==> config.mk <==
export PLATFORM = sky130hd
export DESIGN_NAME = obi_axi_bridge_flat
export DESIGN_NICKNAME = d
export VERILOG_FILES = /design/src/rtl/obi_axi_bridge_if.sv /design/src/rtl/obi_axi_bridge.sv /design/src/flat_wrapper.sv
export SDC_FILE = /design/constraint.sdc
export NUM_CORES = 1
export LEC_CHECK = 0
export CAP_MARGIN = 30
export CELL_PAD_IN_SITES_DETAIL_PLACEMENT = 1
export CELL_PAD_IN_SITES_GLOBAL_PLACEMENT = 1
export CORE_AREA = 8 8 195 123
export DETAILED_ROUTE_END_ITERATION = 6
export DIE_AREA = 0 0 203 131
export GPL_TIMING_DRIVEN = 1
export HOLD_SLACK_MARGIN = 0.06
export PLACE_DENSITY_LB_ADDON = 0.05
export SKIP_LAST_GASP = 1
export SYNTH_ARGS = -nofsm -noshare
export SYNTH_HDL_FRONTEND = slang
export SYNTH_SLANG_ARGS = --single-unit
==> constraint.sdc <==
create_clock -name clk_i -period 3.5 [get_ports clk_i]
set_input_delay 0.35 -clock clk_i [delete_from_list [all_inputs] [get_ports clk_i]]
set_output_delay 0.35 -clock clk_i [all_outputs]
set_load 0.02 [all_outputs]
==> src/rtl/obi_axi_bridge_if.sv <==
// AXI_BUS: single-clock AXI4 bundle with Master/Slave modports, shared by the
// OBI-to-AXI bridge and whatever AXI slave sits behind it.
interface AXI_BUS #(
  parameter int AXI_ADDR_WIDTH = 32,
  parameter int AXI_DATA_WIDTH = 32,
  parameter int AXI_ID_WIDTH   = 16,
  parameter int AXI_USER_WIDTH = 10
);
  logic [AXI_ID_WIDTH-1:0]     aw_id;
  logic [AXI_ADDR_WIDTH-1:0]   aw_addr;
  logic [7:0]                  aw_len;
  logic [2:0]                  aw_size;
  logic [1:0]                  aw_burst;
  logic                        aw_lock;
  logic [3:0]                  aw_cache;
  logic [2:0]                  aw_prot;
  logic [3:0]                  aw_qos;
  logic [3:0]                  aw_region;
  logic [5:0]                  aw_atop;
  logic [AXI_USER_WIDTH-1:0]   aw_user;
  logic                        aw_valid;
  logic                        aw_ready;

  logic [AXI_DATA_WIDTH-1:0]   w_data;
  logic [AXI_DATA_WIDTH/8-1:0] w_strb;
  logic                        w_last;
  logic [AXI_USER_WIDTH-1:0]   w_user;
  logic                        w_valid;
  logic                        w_ready;

  logic [AXI_ID_WIDTH-1:0]     b_id;
  logic [1:0]                  b_resp;
  logic [AXI_USER_WIDTH-1:0]   b_user;
  logic                        b_valid;
  logic                        b_ready;

  logic [AXI_ID_WIDTH-1:0]     ar_id;
  logic [AXI_ADDR_WIDTH-1:0]   ar_addr;
  logic [7:0]                  ar_len;
  logic [2:0]                  ar_size;
  logic [1:0]                  ar_burst;
  logic                        ar_lock;
  logic [3:0]                  ar_cache;
  logic [2:0]                  ar_prot;
  logic [3:0]                  ar_qos;
  logic [3:0]                  ar_region;
  logic [AXI_USER_WIDTH-1:0]   ar_user;
  logic                        ar_valid;
  logic                        ar_ready;

  logic [AXI_ID_WIDTH-1:0]     r_id;
  logic [AXI_DATA_WIDTH-1:0]   r_data;
  logic [1:0]                  r_resp;
  logic                        r_last;
  logic [AXI_USER_WIDTH-1:0]   r_user;
  logic                        r_valid;
  logic                        r_ready;

  modport Master (
    output aw_id, aw_addr, aw_len, aw_size, aw_burst, aw_lock, aw_cache, aw_prot,
           aw_qos, aw_region, aw_atop, aw_user, aw_valid,
    input  aw_ready,
    output w_data, w_strb, w_last, w_user, w_valid,
    input  w_ready,
    input  b_id, b_resp, b_user, b_valid,
    output b_ready,
    output ar_id, ar_addr, ar_len, ar_size, ar_burst, ar_lock, ar_cache, ar_prot,
           ar_qos, ar_region, ar_user, ar_valid,
    input  ar_ready,
    input  r_id, r_data, r_resp, r_last, r_user, r_valid,
    output r_ready
  );

  modport Slave (
    input  aw_id, aw_addr, aw_len, aw_size, aw_burst, aw_lock, aw_cache, aw_prot,
           aw_qos, aw_region, aw_atop, aw_user, aw_valid,
    output aw_ready,
    input  w_data, w_strb, w_last, w_user, w_valid,
    output w_ready,
    output b_id, b_resp, b_user, b_valid,
    input  b_ready,
    input  ar_id, ar_addr, ar_len, ar_size, ar_burst, ar_lock, ar_cache, ar_prot,
           ar_qos, ar_region, ar_user, ar_valid,
    output ar_ready,
    output r_id, r_data, r_resp, r_last, r_user, r_valid,
    input  r_ready
  );
endinterface

==> src/rtl/obi_axi_bridge.sv <==
// OBI data port to single-beat AXI4 master, one transaction outstanding.
// Define OBI_AXI_ERR_EN to report non-OKAY B/R responses on data_err_o.
module obi_axi_bridge #(
  parameter int                      AXI_ADDR_WIDTH = 32,
  parameter int                      AXI_DATA_WIDTH = 32,
  parameter int                      AXI_ID_WIDTH   = 16,
  parameter int                      AXI_USER_WIDTH = 10,
  parameter logic [AXI_ID_WIDTH-1:0] AXI_ID         = '0
) (
  input  logic                        clk_i,
  input  logic                        rst_ni,
  input  logic                        data_req_i,
  output logic                        data_gnt_o,
  input  logic [AXI_ADDR_WIDTH-1:0]   data_addr_i,
  input  logic                        data_we_i,
  input  logic [AXI_DATA_WIDTH/8-1:0] data_be_i,
  input  logic [AXI_DATA_WIDTH-1:0]   data_wdata_i,
  output logic                        data_rvalid_o,
  output logic [AXI_DATA_WIDTH-1:0]   data_rdata_o,
  output logic                        data_err_o,
  AXI_BUS.Master                      AXI_Master
);

  typedef enum logic [2:0] {IDLE, WR, WR_RESP, RD_ADDR, RD_DATA} state_e;

  state_e                      state_q, state_d;
  logic                        aw_done_q, aw_done_d;
  logic                        w_done_q, w_done_d;
  logic [AXI_ADDR_WIDTH-1:2]   addr_q;
  logic [AXI_DATA_WIDTH/8-1:0] be_q;
  logic [AXI_DATA_WIDTH-1:0]   wdata_q;
  logic [AXI_DATA_WIDTH-1:0]   rdata_q;
  logic                        rvalid_q;

  logic gnt, aw_valid, w_valid, ar_valid, b_ready, r_ready;
  logic aw_fire, w_fire, b_fire, r_fire;

  always_comb begin
    // NOTE: everything driven here gets a default first, so no branch can infer a latch.
    state_d   = state_q;
    aw_done_d = aw_done_q;
    w_done_d  = w_done_q;
    gnt       = 1'b0;
    aw_valid  = 1'b0;
    w_valid   = 1'b0;
    ar_valid  = 1'b0;
    b_ready   = 1'b0;
    r_ready   = 1'b0;
    aw_fire   = 1'b0;
    w_fire    = 1'b0;
    b_fire    = 1'b0;
    r_fire    = 1'b0;
    case (state_q)
      IDLE: begin
        gnt = data_req_i;
        if (data_req_i) state_d = data_we_i ? WR : RD_ADDR;
      end
      WR: begin
        // Each valid drops after its own handshake; leave once both have landed.
        aw_valid = !aw_done_q;
        w_valid  = !w_done_q;
        aw_fire  = !aw_done_q && AXI_Master.aw_ready;
        w_fire   = !w_done_q && AXI_Master.w_ready;
        if ((aw_done_q || aw_fire) && (w_done_q || w_fire)) begin
          state_d   = WR_RESP;
          aw_done_d = 1'b0;
          w_done_d  = 1'b0;
        end else begin
          aw_done_d = aw_done_q || aw_fire;
          w_done_d  = w_done_q || w_fire;
        end
      end
      WR_RESP: begin
        b_ready = 1'b1;
        b_fire  = AXI_Master.b_valid;
        if (AXI_Master.b_valid) state_d = IDLE;
      end
      RD_ADDR: begin
        ar_valid = 1'b1;
        if (AXI_Master.ar_ready) state_d = RD_DATA;
      end
      RD_DATA: begin
        r_ready = 1'b1;
        r_fire  = AXI_Master.r_valid;
        if (AXI_Master.r_valid) state_d = IDLE;
      end
      default: state_d = IDLE;
    endcase
  end

  always_ff @(posedge clk_i or negedge rst_ni) begin
    // NOTE: sequential state uses <= so every flop samples pre-edge values.
    if (!rst_ni) begin
      state_q   <= IDLE;
      aw_done_q <= 1'b0;
      w_done_q  <= 1'b0;
    end else begin
      state_q   <= state_d;
      aw_done_q <= aw_done_d;
      w_done_q  <= w_done_d;
    end
  end

  // NOTE: payload registers are reset as well so the AXI payload never carries X.
  always_ff @(posedge clk_i or negedge rst_ni) begin
    if (!rst_ni) begin
      addr_q  <= '0;
      be_q    <= '0;
      wdata_q <= '0;
    end else if (gnt) begin
      addr_q  <= data_addr_i[AXI_ADDR_WIDTH-1:2];
      be_q    <= data_be_i;
      wdata_q <= data_wdata_i;
    end
  end

  // Response leaves one cycle after the B/R handshake; write responses carry 0.
  always_ff @(posedge clk_i or negedge rst_ni) begin
    if (!rst_ni) begin
      rvalid_q <= 1'b0;
      rdata_q  <= '0;
    end else begin
      rvalid_q <= b_fire || r_fire;
      if (b_fire)      rdata_q <= '0;
      else if (r_fire) rdata_q <= AXI_Master.r_data;
    end
  end

  logic unused_rsp;

`ifdef OBI_AXI_ERR_EN
  logic err_q;
  always_ff @(posedge clk_i or negedge rst_ni) begin
    if (!rst_ni) err_q <= 1'b0;
    else         err_q <= (b_fire && (AXI_Master.b_resp != 2'b00)) ||
                          (r_fire && (AXI_Master.r_resp != 2'b00));
  end
  assign data_err_o = err_q;
  assign unused_rsp = ^{data_addr_i[1:0], AXI_Master.b_id, AXI_Master.b_user,
                        AXI_Master.r_id, AXI_Master.r_last, AXI_Master.r_user};
`else
  assign data_err_o = 1'b0;
  assign unused_rsp = ^{data_addr_i[1:0], AXI_Master.b_id, AXI_Master.b_user,
                        AXI_Master.b_resp, AXI_Master.r_id, AXI_Master.r_last,
                        AXI_Master.r_user, AXI_Master.r_resp};
`endif

  assign data_gnt_o    = gnt;
  assign data_rvalid_o = rvalid_q;
  assign data_rdata_o  = rdata_q;

  assign AXI_Master.aw_id     = AXI_ID;
  assign AXI_Master.aw_addr   = {addr_q, 2'b00};
  assign AXI_Master.aw_len    = 8'd0;
  assign AXI_Master.aw_size   = 3'b010;
  assign AXI_Master.aw_burst  = 2'b01;
  assign AXI_Master.aw_lock   = 1'b0;
  assign AXI_Master.aw_cache  = 4'd0;
  assign AXI_Master.aw_prot   = 3'd0;
  assign AXI_Master.aw_qos    = 4'd0;
  assign AXI_Master.aw_region = 4'd0;
  assign AXI_Master.aw_atop   = 6'd0;
  assign AXI_Master.aw_user   = {AXI_USER_WIDTH{1'b0}};
  assign AXI_Master.aw_valid  = aw_valid;

  assign AXI_Master.w_data    = wdata_q;
  assign AXI_Master.w_strb    = be_q;
  assign AXI_Master.w_last    = 1'b1;
  assign AXI_Master.w_user    = {AXI_USER_WIDTH{1'b0}};
  assign AXI_Master.w_valid   = w_valid;

  assign AXI_Master.b_ready   = b_ready;

  assign AXI_Master.ar_id     = AXI_ID;
  assign AXI_Master.ar_addr   = {addr_q, 2'b00};
  assign AXI_Master.ar_len    = 8'd0;
  assign AXI_Master.ar_size   = 3'b010;
  assign AXI_Master.ar_burst  = 2'b01;
  assign AXI_Master.ar_lock   = 1'b0;
  assign AXI_Master.ar_cache  = 4'd0;
  assign AXI_Master.ar_prot   = 3'd0;
  assign AXI_Master.ar_qos    = 4'd0;
  assign AXI_Master.ar_region = 4'd0;
  assign AXI_Master.ar_user   = {AXI_USER_WIDTH{1'b0}};
  assign AXI_Master.ar_valid  = ar_valid;

  assign AXI_Master.r_ready   = r_ready;

endmodule

==> src/flat_wrapper.sv <==
// flat-port wrapper written by rule: the top's interface ports become plain ports
module obi_axi_bridge_flat 
#(
  parameter int                      AXI_ADDR_WIDTH = 32,
  parameter int                      AXI_DATA_WIDTH = 32,
  parameter int                      AXI_ID_WIDTH   = 16,
  parameter int                      AXI_USER_WIDTH = 10,
  parameter logic [AXI_ID_WIDTH-1:0] AXI_ID         = '0
)
  (clk_i, rst_ni, data_req_i, data_gnt_o, data_addr_i, data_we_i, data_be_i, data_wdata_i, data_rvalid_o, data_rdata_o, data_err_o, AXI_Master_aw_id, AXI_Master_aw_addr, AXI_Master_aw_len, AXI_Master_aw_size, AXI_Master_aw_burst, AXI_Master_aw_lock, AXI_Master_aw_cache, AXI_Master_aw_prot, AXI_Master_aw_qos, AXI_Master_aw_region, AXI_Master_aw_atop, AXI_Master_aw_user, AXI_Master_aw_valid, AXI_Master_aw_ready, AXI_Master_w_data, AXI_Master_w_strb, AXI_Master_w_last, AXI_Master_w_user, AXI_Master_w_valid, AXI_Master_w_ready, AXI_Master_b_id, AXI_Master_b_resp, AXI_Master_b_user, AXI_Master_b_valid, AXI_Master_b_ready, AXI_Master_ar_id, AXI_Master_ar_addr, AXI_Master_ar_len, AXI_Master_ar_size, AXI_Master_ar_burst, AXI_Master_ar_lock, AXI_Master_ar_cache, AXI_Master_ar_prot, AXI_Master_ar_qos, AXI_Master_ar_region, AXI_Master_ar_user, AXI_Master_ar_valid, AXI_Master_ar_ready, AXI_Master_r_id, AXI_Master_r_data, AXI_Master_r_resp, AXI_Master_r_last, AXI_Master_r_user, AXI_Master_r_valid, AXI_Master_r_ready);
  AXI_BUS #(.AXI_ADDR_WIDTH(AXI_ADDR_WIDTH), .AXI_DATA_WIDTH(AXI_DATA_WIDTH), .AXI_ID_WIDTH(AXI_ID_WIDTH), .AXI_USER_WIDTH(AXI_USER_WIDTH)) AXI_Master_i ();
  input  logic clk_i;
  input  logic rst_ni;
  input  logic data_req_i;
  output logic data_gnt_o;
  input  logic [AXI_ADDR_WIDTH-1:0] data_addr_i;
  input  logic data_we_i;
  input  logic [AXI_DATA_WIDTH/8-1:0] data_be_i;
  input  logic [AXI_DATA_WIDTH-1:0] data_wdata_i;
  output logic data_rvalid_o;
  output logic [AXI_DATA_WIDTH-1:0] data_rdata_o;
  output logic data_err_o;
  output wire logic [$bits(AXI_Master_i.aw_id)-1:0] AXI_Master_aw_id;
  output wire logic [$bits(AXI_Master_i.aw_addr)-1:0] AXI_Master_aw_addr;
  output wire logic [$bits(AXI_Master_i.aw_len)-1:0] AXI_Master_aw_len;
  output wire logic [$bits(AXI_Master_i.aw_size)-1:0] AXI_Master_aw_size;
  output wire logic [$bits(AXI_Master_i.aw_burst)-1:0] AXI_Master_aw_burst;
  output wire logic [$bits(AXI_Master_i.aw_lock)-1:0] AXI_Master_aw_lock;
  output wire logic [$bits(AXI_Master_i.aw_cache)-1:0] AXI_Master_aw_cache;
  output wire logic [$bits(AXI_Master_i.aw_prot)-1:0] AXI_Master_aw_prot;
  output wire logic [$bits(AXI_Master_i.aw_qos)-1:0] AXI_Master_aw_qos;
  output wire logic [$bits(AXI_Master_i.aw_region)-1:0] AXI_Master_aw_region;
  output wire logic [$bits(AXI_Master_i.aw_atop)-1:0] AXI_Master_aw_atop;
  output wire logic [$bits(AXI_Master_i.aw_user)-1:0] AXI_Master_aw_user;
  output wire logic [$bits(AXI_Master_i.aw_valid)-1:0] AXI_Master_aw_valid;
  input wire logic [$bits(AXI_Master_i.aw_ready)-1:0] AXI_Master_aw_ready;
  output wire logic [$bits(AXI_Master_i.w_data)-1:0] AXI_Master_w_data;
  output wire logic [$bits(AXI_Master_i.w_strb)-1:0] AXI_Master_w_strb;
  output wire logic [$bits(AXI_Master_i.w_last)-1:0] AXI_Master_w_last;
  output wire logic [$bits(AXI_Master_i.w_user)-1:0] AXI_Master_w_user;
  output wire logic [$bits(AXI_Master_i.w_valid)-1:0] AXI_Master_w_valid;
  input wire logic [$bits(AXI_Master_i.w_ready)-1:0] AXI_Master_w_ready;
  input wire logic [$bits(AXI_Master_i.b_id)-1:0] AXI_Master_b_id;
  input wire logic [$bits(AXI_Master_i.b_resp)-1:0] AXI_Master_b_resp;
  input wire logic [$bits(AXI_Master_i.b_user)-1:0] AXI_Master_b_user;
  input wire logic [$bits(AXI_Master_i.b_valid)-1:0] AXI_Master_b_valid;
  output wire logic [$bits(AXI_Master_i.b_ready)-1:0] AXI_Master_b_ready;
  output wire logic [$bits(AXI_Master_i.ar_id)-1:0] AXI_Master_ar_id;
  output wire logic [$bits(AXI_Master_i.ar_addr)-1:0] AXI_Master_ar_addr;
  output wire logic [$bits(AXI_Master_i.ar_len)-1:0] AXI_Master_ar_len;
  output wire logic [$bits(AXI_Master_i.ar_size)-1:0] AXI_Master_ar_size;
  output wire logic [$bits(AXI_Master_i.ar_burst)-1:0] AXI_Master_ar_burst;
  output wire logic [$bits(AXI_Master_i.ar_lock)-1:0] AXI_Master_ar_lock;
  output wire logic [$bits(AXI_Master_i.ar_cache)-1:0] AXI_Master_ar_cache;
  output wire logic [$bits(AXI_Master_i.ar_prot)-1:0] AXI_Master_ar_prot;
  output wire logic [$bits(AXI_Master_i.ar_qos)-1:0] AXI_Master_ar_qos;
  output wire logic [$bits(AXI_Master_i.ar_region)-1:0] AXI_Master_ar_region;
  output wire logic [$bits(AXI_Master_i.ar_user)-1:0] AXI_Master_ar_user;
  output wire logic [$bits(AXI_Master_i.ar_valid)-1:0] AXI_Master_ar_valid;
  input wire logic [$bits(AXI_Master_i.ar_ready)-1:0] AXI_Master_ar_ready;
  input wire logic [$bits(AXI_Master_i.r_id)-1:0] AXI_Master_r_id;
  input wire logic [$bits(AXI_Master_i.r_data)-1:0] AXI_Master_r_data;
  input wire logic [$bits(AXI_Master_i.r_resp)-1:0] AXI_Master_r_resp;
  input wire logic [$bits(AXI_Master_i.r_last)-1:0] AXI_Master_r_last;
  input wire logic [$bits(AXI_Master_i.r_user)-1:0] AXI_Master_r_user;
  input wire logic [$bits(AXI_Master_i.r_valid)-1:0] AXI_Master_r_valid;
  output wire logic [$bits(AXI_Master_i.r_ready)-1:0] AXI_Master_r_ready;
  assign AXI_Master_aw_id = AXI_Master_i.aw_id;
  assign AXI_Master_aw_addr = AXI_Master_i.aw_addr;
  assign AXI_Master_aw_len = AXI_Master_i.aw_len;
  assign AXI_Master_aw_size = AXI_Master_i.aw_size;
  assign AXI_Master_aw_burst = AXI_Master_i.aw_burst;
  assign AXI_Master_aw_lock = AXI_Master_i.aw_lock;
  assign AXI_Master_aw_cache = AXI_Master_i.aw_cache;
  assign AXI_Master_aw_prot = AXI_Master_i.aw_prot;
  assign AXI_Master_aw_qos = AXI_Master_i.aw_qos;
  assign AXI_Master_aw_region = AXI_Master_i.aw_region;
  assign AXI_Master_aw_atop = AXI_Master_i.aw_atop;
  assign AXI_Master_aw_user = AXI_Master_i.aw_user;
  assign AXI_Master_aw_valid = AXI_Master_i.aw_valid;
  assign AXI_Master_i.aw_ready = AXI_Master_aw_ready;
  assign AXI_Master_w_data = AXI_Master_i.w_data;
  assign AXI_Master_w_strb = AXI_Master_i.w_strb;
  assign AXI_Master_w_last = AXI_Master_i.w_last;
  assign AXI_Master_w_user = AXI_Master_i.w_user;
  assign AXI_Master_w_valid = AXI_Master_i.w_valid;
  assign AXI_Master_i.w_ready = AXI_Master_w_ready;
  assign AXI_Master_i.b_id = AXI_Master_b_id;
  assign AXI_Master_i.b_resp = AXI_Master_b_resp;
  assign AXI_Master_i.b_user = AXI_Master_b_user;
  assign AXI_Master_i.b_valid = AXI_Master_b_valid;
  assign AXI_Master_b_ready = AXI_Master_i.b_ready;
  assign AXI_Master_ar_id = AXI_Master_i.ar_id;
  assign AXI_Master_ar_addr = AXI_Master_i.ar_addr;
  assign AXI_Master_ar_len = AXI_Master_i.ar_len;
  assign AXI_Master_ar_size = AXI_Master_i.ar_size;
  assign AXI_Master_ar_burst = AXI_Master_i.ar_burst;
  assign AXI_Master_ar_lock = AXI_Master_i.ar_lock;
  assign AXI_Master_ar_cache = AXI_Master_i.ar_cache;
  assign AXI_Master_ar_prot = AXI_Master_i.ar_prot;
  assign AXI_Master_ar_qos = AXI_Master_i.ar_qos;
  assign AXI_Master_ar_region = AXI_Master_i.ar_region;
  assign AXI_Master_ar_user = AXI_Master_i.ar_user;
  assign AXI_Master_ar_valid = AXI_Master_i.ar_valid;
  assign AXI_Master_i.ar_ready = AXI_Master_ar_ready;
  assign AXI_Master_i.r_id = AXI_Master_r_id;
  assign AXI_Master_i.r_data = AXI_Master_r_data;
  assign AXI_Master_i.r_resp = AXI_Master_r_resp;
  assign AXI_Master_i.r_last = AXI_Master_r_last;
  assign AXI_Master_i.r_user = AXI_Master_r_user;
  assign AXI_Master_i.r_valid = AXI_Master_r_valid;
  assign AXI_Master_r_ready = AXI_Master_i.r_ready;
  obi_axi_bridge #(.AXI_ADDR_WIDTH(AXI_ADDR_WIDTH), .AXI_DATA_WIDTH(AXI_DATA_WIDTH), .AXI_ID_WIDTH(AXI_ID_WIDTH), .AXI_USER_WIDTH(AXI_USER_WIDTH), .AXI_ID(AXI_ID)) u_core (.clk_i(clk_i), .rst_ni(rst_ni), .data_req_i(data_req_i), .data_gnt_o(data_gnt_o), .data_addr_i(data_addr_i), .data_we_i(data_we_i), .data_be_i(data_be_i), .data_wdata_i(data_wdata_i), .data_rvalid_o(data_rvalid_o), .data_rdata_o(data_rdata_o), .data_err_o(data_err_o), .AXI_Master(AXI_Master_i));
endmodule
==> results of run 1 <==
-- routing by layer --
layer | part of all wire | vias to the layer above | global-route usage
li1 | - | 1501 | -
met1 | 0.39 | 1642 | 0.134
met2 | 0.47 | 172 | 0.189
met3 | 0.13 | 7 | 0.0726
met4 | 0.0045 | 0 | 0.0204
met5 | 0 | - | 0
-- cells in the mapped netlist --
library cell	instances	area share
a22o_1	33	0.056
nor4b_4	1	0.0046
nor3b_1	1	0.0015
mux2_2	47	0.10
or2_2	2	0.0024
buf_2	4	0.0039
and4bb_1	1	0.0024
nor3_1	1	0.00097
a221o_1	1	0.0019
nor2_1	3	0.0022
inv_1	5	0.0036
nand2b_1	1	0.0012
buf_6	3	0.0065
nor2b_1	2	0.0024
buf_4	169	0.25
clkbuf_1	2	0.0015
dfrtp_1	104	0.50
nand3_1	1	0.00097
a221oi_1	1	0.0017
a41oi_4	1	0.0053
mux2_1	20	0.044
a21oi_1	5	0.0048
nand2_1	1	0.00072
conb_1	2	0.0015
-- worst max path at each step --
stage,start,to,slack [ns],cells past startpoint
floorplan,u_core.state_q[1],AXI_Master_aw_valid,1.78,3
global placement,u_core.state_q[0],AXI_Master_aw_valid,1.19,3
detailed placement,u_core.state_q[0],AXI_Master_aw_valid,1.10,3
CTS,u_core.state_q[0],AXI_Master_aw_valid,0.72,3
global route,u_core.state_q[0],AXI_Master_w_valid,0.56,3
finish,u_core.state_q[0],AXI_Master_aw_valid,0.78,3
-- critical path: stages, from the launching register on --
cell and delay (ns):
dfrtp_1 0.54, nor3b_1 0.65, nor2b_1 0.21, clkdlybuf4s50_1 0.62
-- registers in the layout, indices dropped and copies added (netlist names) --
| signal | cells |
|---|---|
| u_core.AXI_Master.w_data | 32 |
| u_core.AXI_Master.w_strb | 4 |
| u_core.addr_q | 30 |
| u_core.aw_done_q | 1 |
| u_core.data_rdata_o | 32 |
| u_core.data_rvalid_o | 1 |
| u_core.state_q | 3 |
| u_core.w_done_q | 1 |
-- power by group through the flow --
| stage | clock (mW) | combinational, mW | sequential (mW) |
|---|---|---|---|
| after floorplan | 0 | 1.59 | 2.69 |
| after CTS | 1.20 | 3.70 | 2.13 |
| after detailed placement | 0 | 3.70 | 2.14 |
| after global routing | 1.24 | 3.85 | 2.20 |
| final | 1.14 | 3.63 | 2.11 |
| after global placement | 0 | 3.68 | 2.11 |
-- cell type report --
type	instances	area [um^2]	area share
Inverter	5	18.8	0.00251
Clock inverter	7	109	0.0145
Clock buffer	9	225	0.0301
Multi-Input combinational cell	254	1710	0.228
Tap cell	286	358	0.0478
Sequential cell	104	2600	0.348
Timing Repair Buffer	245	2460	0.329
-- logic make-up after synthesis --
| group | share of synthesized area |
|---|---|
| multiplexers | 0.146 |
| AO/OA/AOI/OAI | 0.0697 |
| flip-flops | 0.503 |
| buffers and inverters | 0.261 |
| AND/OR/NAND/NOR | 0.0193 |
| other | 0.00145 |
==> results.ini, run 1 <==
[detailed_routing]
final_antenna_net_count = 0
via_count = 3322
post-route-drc-count = 0
vias_per_cell = 3.65
route.detailed.wl_per_inst_um = 18.3
drt_wl_total_um = 16600
number_of_design_rule_violations_left_by_the_first_detailed_router_iteration = 76
drt_pre_antenna_iters = 4

[final_layout]
final_layout_size_suffix_gt1_frac = 0.115
postLayoutCoreUtil = 0.352
fill_cells = 2326
layout.nets = 785
final_cell_area_um2 = 7490
layout.cells.non_filler = 910
n_antenna_cell = 0
layout_common_cells = clkdlybuf4s50_1 (240), conb_1 (132), dfrtp_1 (104)
synthesis_to_layout_area_growth_pct = 44.7
final_common_cell = clkdlybuf4s50_1

[global_routing]
pin_count_of_the_biggest_net_entering_global_routing = 68
number_of_global_route_vias_before_repair = 3759
grt_antenna_before_repair = 0
wire_length_of_the_first_global_routing_pass_um = 24000
track_usage = 0.118
grt_overflow = 0

[power_and_ir_drop]
total_power_mw = 6.88
clock_power_share = 0.166
powerDensity_nw_per_um2 = 919
netSwitchingFraction = 0.391
combPwrFrac = 0.528
ir_drop_mv = 0.363
internal_power_mw = 4.19
static_leakage_power_nw = 3.29
power.net_switching_mw = 2.69
power.share.sequential = 0.307

[die]
fp.dieH_um = 131
start_util = 0.243
core-area_um2 = 21300
io_pins = 433
row_count = 42
die-area_um2 = 26600
die_x_um = 203

[clock_network]
cell_at_the_root_of_the_clock_tree = clkbuf_16
cts_max_level = 3
clk-insertion-delay-late_ns = 0.35
cts_hold_buf = 0
tritoncts_num_sinks = 104
longest_clk_path_bufs = 2
cts_tree = yes
cts_resized = 0
tritoncts.num_buffers = 9
postCtsSetupRepairBufs = 0
clkSlewWorstSetupHoldPaths_ns = 0.07

[synth]
synth.yosys.seq_area_share = 0.503
ys_warn_count = 0
ys_ff_latch = 104
yosysUniqueCellTypes = 24
post_synth_inst_count = 411
postSynthAreaPerCell_um2 = 12.6
post_synthesis_instance_area_um2 = 5170

[timing]
setup_viol = 0
timing_worst_slew_pin_value_ns = 0.723
finalMaxSlewViolations = 0
postLayoutSetupSlackWorst_ns = 0.783
min_period_over_period = 0.776
final_hold_viol_count = 0
finalSetupTns_ns = 0
timing.fmax_ghz = 0.368
final.min_clock_period_ns = 2.72
rsz0062_at_grt = false
slew_headroom = 0.517
worst_clock_skew_ns = 0.0156
hold_slack_final_ns = 0.0474

[run]
cap_viol_max_count = 0

[min_path]
min-delay-path-class = in2async

[worst_setup_path]
worst-setup-path-type = reg2out
critical_path_startpoint_category = register
rr_startpoint = u_core.state_q[0]
worst-r2r-setup-slack_ns = 1.56
timing.rr.end = u_core.data_rdata_o[14]
cp.required_ns = 3.15
timing.critical_path.to_type = output pin
worst-path-max-fanout = 9
r2r.worst_path.cells = 5
arrival_ns = 2.37

[placement]
placed_wire_length_estimate_after_detailed_placement_um = 13200
post_dp_cell_area_um2 = 7150
preCtsSetupSlack_ns = 1.10
place.port_buffers = 241
place.gp.congestion = 0.757
cell_total_after_placement = 894

[status]
outcome = finished, final reports clean

Power figures use the tool's default switching activity.
==> run 2, diff against run 1 <==
CORE_AREA = 8 8 212 133   (was 8 8 195 123)
DIE_AREA = 0 0 220 141   (was 0 0 203 131)
clock period = 2.3 ns   (was 3.5 ns; I/O delays follow)
==> run 2 against run 1 <==
Global-route usage shrank 1.0 points. Routed wire length grew 4.0%. Final area grew 1.2%. Clock-buffer cell count grew 5. Non-clock buffer count grew 6. Die area grew 17%. Sequential share of layout area shrank 0.39 points. Combinational power grew 53%.
==> results.ini, run 2 (synthesized netlist as in run 1, its figures left out) <==
[status]
outcome = finished, final reports clean

[power_and_ir_drop]
static_leakage_power_nw = 3.32  ; +0.82%
ir_drop_mv = 0.399  ; +10%
powerDensity_nw_per_um2 = 1370  ; +49%

[final_layout]
layout.cells.non_filler = 959  ; +5.4%
multi_input_gate_area_in_the_final_layout_um2 = 1720  ; +0.29%
final_layout_size_suffix_gt1_frac = 0.122  ; +0.00684
final_cell_area_um2 = 7580  ; +1.2%
area.sequential_um2 = 2610  ; about the same
synthesis_to_layout_area_growth_pct = 46.5
fill_cells = 2760  ; +19%
layout_common_cells = clkdlybuf4s50_1 (239), conb_1 (132), dfrtp_1 (102)
layout.nets = 791  ; +0.76%
final_common_cell = clkdlybuf4s50_1
n_antenna_cell = 0  ; unchanged

[clock_network]
cell_at_the_root_of_the_clock_tree = clkbuf_16
longest_clk_path_bufs = 2  ; unchanged
tritoncts.num_buffers = 9  ; unchanged
cts_tree = yes
tritoncts_num_sinks = 104  ; unchanged
clkSlewWorstSetupHoldPaths_ns = 0.07  ; about the same
cts_max_level = 3  ; unchanged
clk-insertion-delay-late_ns = 0.35  ; about the same

[placement]
preCtsSetupSlack_ns = 0.263  ; -0.839 ns
placed_wire_length_estimate_after_detailed_placement_um = 13700  ; +3.9%
cell_total_after_placement = 942  ; +5.4%
post_dp_cell_area_um2 = 7260  ; +1.5%
place.port_buffers = 241  ; unchanged
place.gp.congestion = 0.649  ; -14%

[detailed_routing]
via_count = 3357  ; +1.1%
post-route-drc-count = 0  ; unchanged
drt_pre_antenna_iters = 4  ; unchanged
route.detailed.wl_per_inst_um = 18.0  ; -1.4%
vias_per_cell = 3.50  ; -4.1%
number_of_design_rule_violations_left_by_the_first_detailed_router_iteration = 68  ; -11%
drt_wl_total_um = 17300  ; +4.0%
final_antenna_net_count = 0  ; unchanged

[timing]
hold_slack_final_ns = 0.381  ; +0.333 ns
finalSetupTns_ns = 0  ; unchanged
timing.fmax_ghz = 0.467
final.min_clock_period_ns = 2.14
final_hold_viol_count = 0  ; unchanged
rsz0062_at_grt = false
min_period_over_period = 0.930
postLayoutSetupSlackWorst_ns = 0.161  ; -0.622 ns
finalMaxSlewViolations = 0  ; unchanged
setup_viol = 0  ; unchanged
worst_clock_skew_ns = 0.00502  ; -0.0106 ns

[die]
core-area_um2 = 24900  ; +17%
die-area_um2 = 31000  ; +17%
start_util = 0.208  ; -0.0352
row_count = 45  ; +7.1%
io_pins = 433  ; unchanged
fp.dieH_um = 141  ; +7.6%
die_x_um = 220  ; +8.4%

[worst_setup_path]
crit_path_launch = u_core.state_q[2]
cp.required_ns = 2.07  ; -1.08 ns
r2r.worst_path.cells = 4  ; -1
worst-setup-path-type = reg2out
rr_startpoint = u_core.state_q[1]
worst-path-max-fanout = 6  ; -3
timing.critical_path.to_type = output pin
arrival_ns = 1.91  ; -0.46 ns
critical_path_startpoint_category = register

[global_routing]
track_usage = 0.108  ; -0.0100
grt_overflow = 0  ; unchanged
pin_count_of_the_biggest_net_entering_global_routing = 58  ; -15%
number_of_global_route_vias_before_repair = 3816  ; +1.5%
grt_antenna_before_repair = 2  ; +2
wire_length_of_the_first_global_routing_pass_um = 25300  ; +5.6%

[min_path]
min-delay-path-class = in2async

[run]
cap_viol_max_count = 0  ; unchanged

[run 2: per-stage QoR]
step	power [mW]	util
CTS	10.7	0.304
global placement	8.89	0.292
floorplan	6.51	-
global route	11.1	0.305
detailed placement	8.93	0.292
finish	10.4	0.305
[run 2: critical path: stages, from the launching register on]
cell and delay (ns):
dfrtp_1 0.46, nand2b_1 0.20, nor2_1 0.22, clkdlybuf4s50_1 0.68
[run 2: report_power, final]
group | switching, mW | total [mW] | internal, mW
logic | 2.78 | 5.57 | 2.79
clock network | 0.700 | 1.61 | 0.907
registers | 0.554 | 3.21 | 2.66
[run 2: layer usage]
layer  share of wire  vias to the layer above  track usage
met2            0.47                      144        0.172
met1            0.40                     1684        0.124
met4          0.0087                        4       0.0219
met5          0.0013                        -            0
met3            0.11                       14       0.0613
li1                -                     1511            -
[run 2: worst paths after layout]
check / end / slack (ns)
min reg2reg: u_core.AXI_Master.w_data[25] / 0.49
min: u_core.AXI_Master.w_data[13] / 0.38
max in group asynchronous: u_core.AXI_Master.w_strb[1] / 1.20
max reg2reg: u_core.addr_q[4] / 0.46
min in group clk_i: u_core.AXI_Master.w_data[14] / 0.47
max: AXI_Master_ar_valid / 0.16
[run 2: cell type report]
| type | instances | area share |
|---|---|---|
| inverters | 5 | 0.00248 |
| multi-input cells | 254 | 0.226 |
| well taps | 329 | 0.0543 |
| clock inverters | 2 | 0.00495 |
| repair buffers | 251 | 0.333 |
| clock buffers | 14 | 0.0348 |
| flip-flops and latches | 104 | 0.344 |
[run 2: repair_timing]
item,CTS,global route
resized for setup,2,2
hold buffers,1,0
setup endpoints to repair,2,4
hold endpoints to repair,31,0
buffers inserted,0,0
==> run 3, diff against run 2 <==
CAP_MARGIN = 20   (was 30)
HOLD_SLACK_MARGIN = 0.05   (was 0.06)
==> results of run 3 <==
No change in the layout: final DEF, timing and power equal those of run 2.
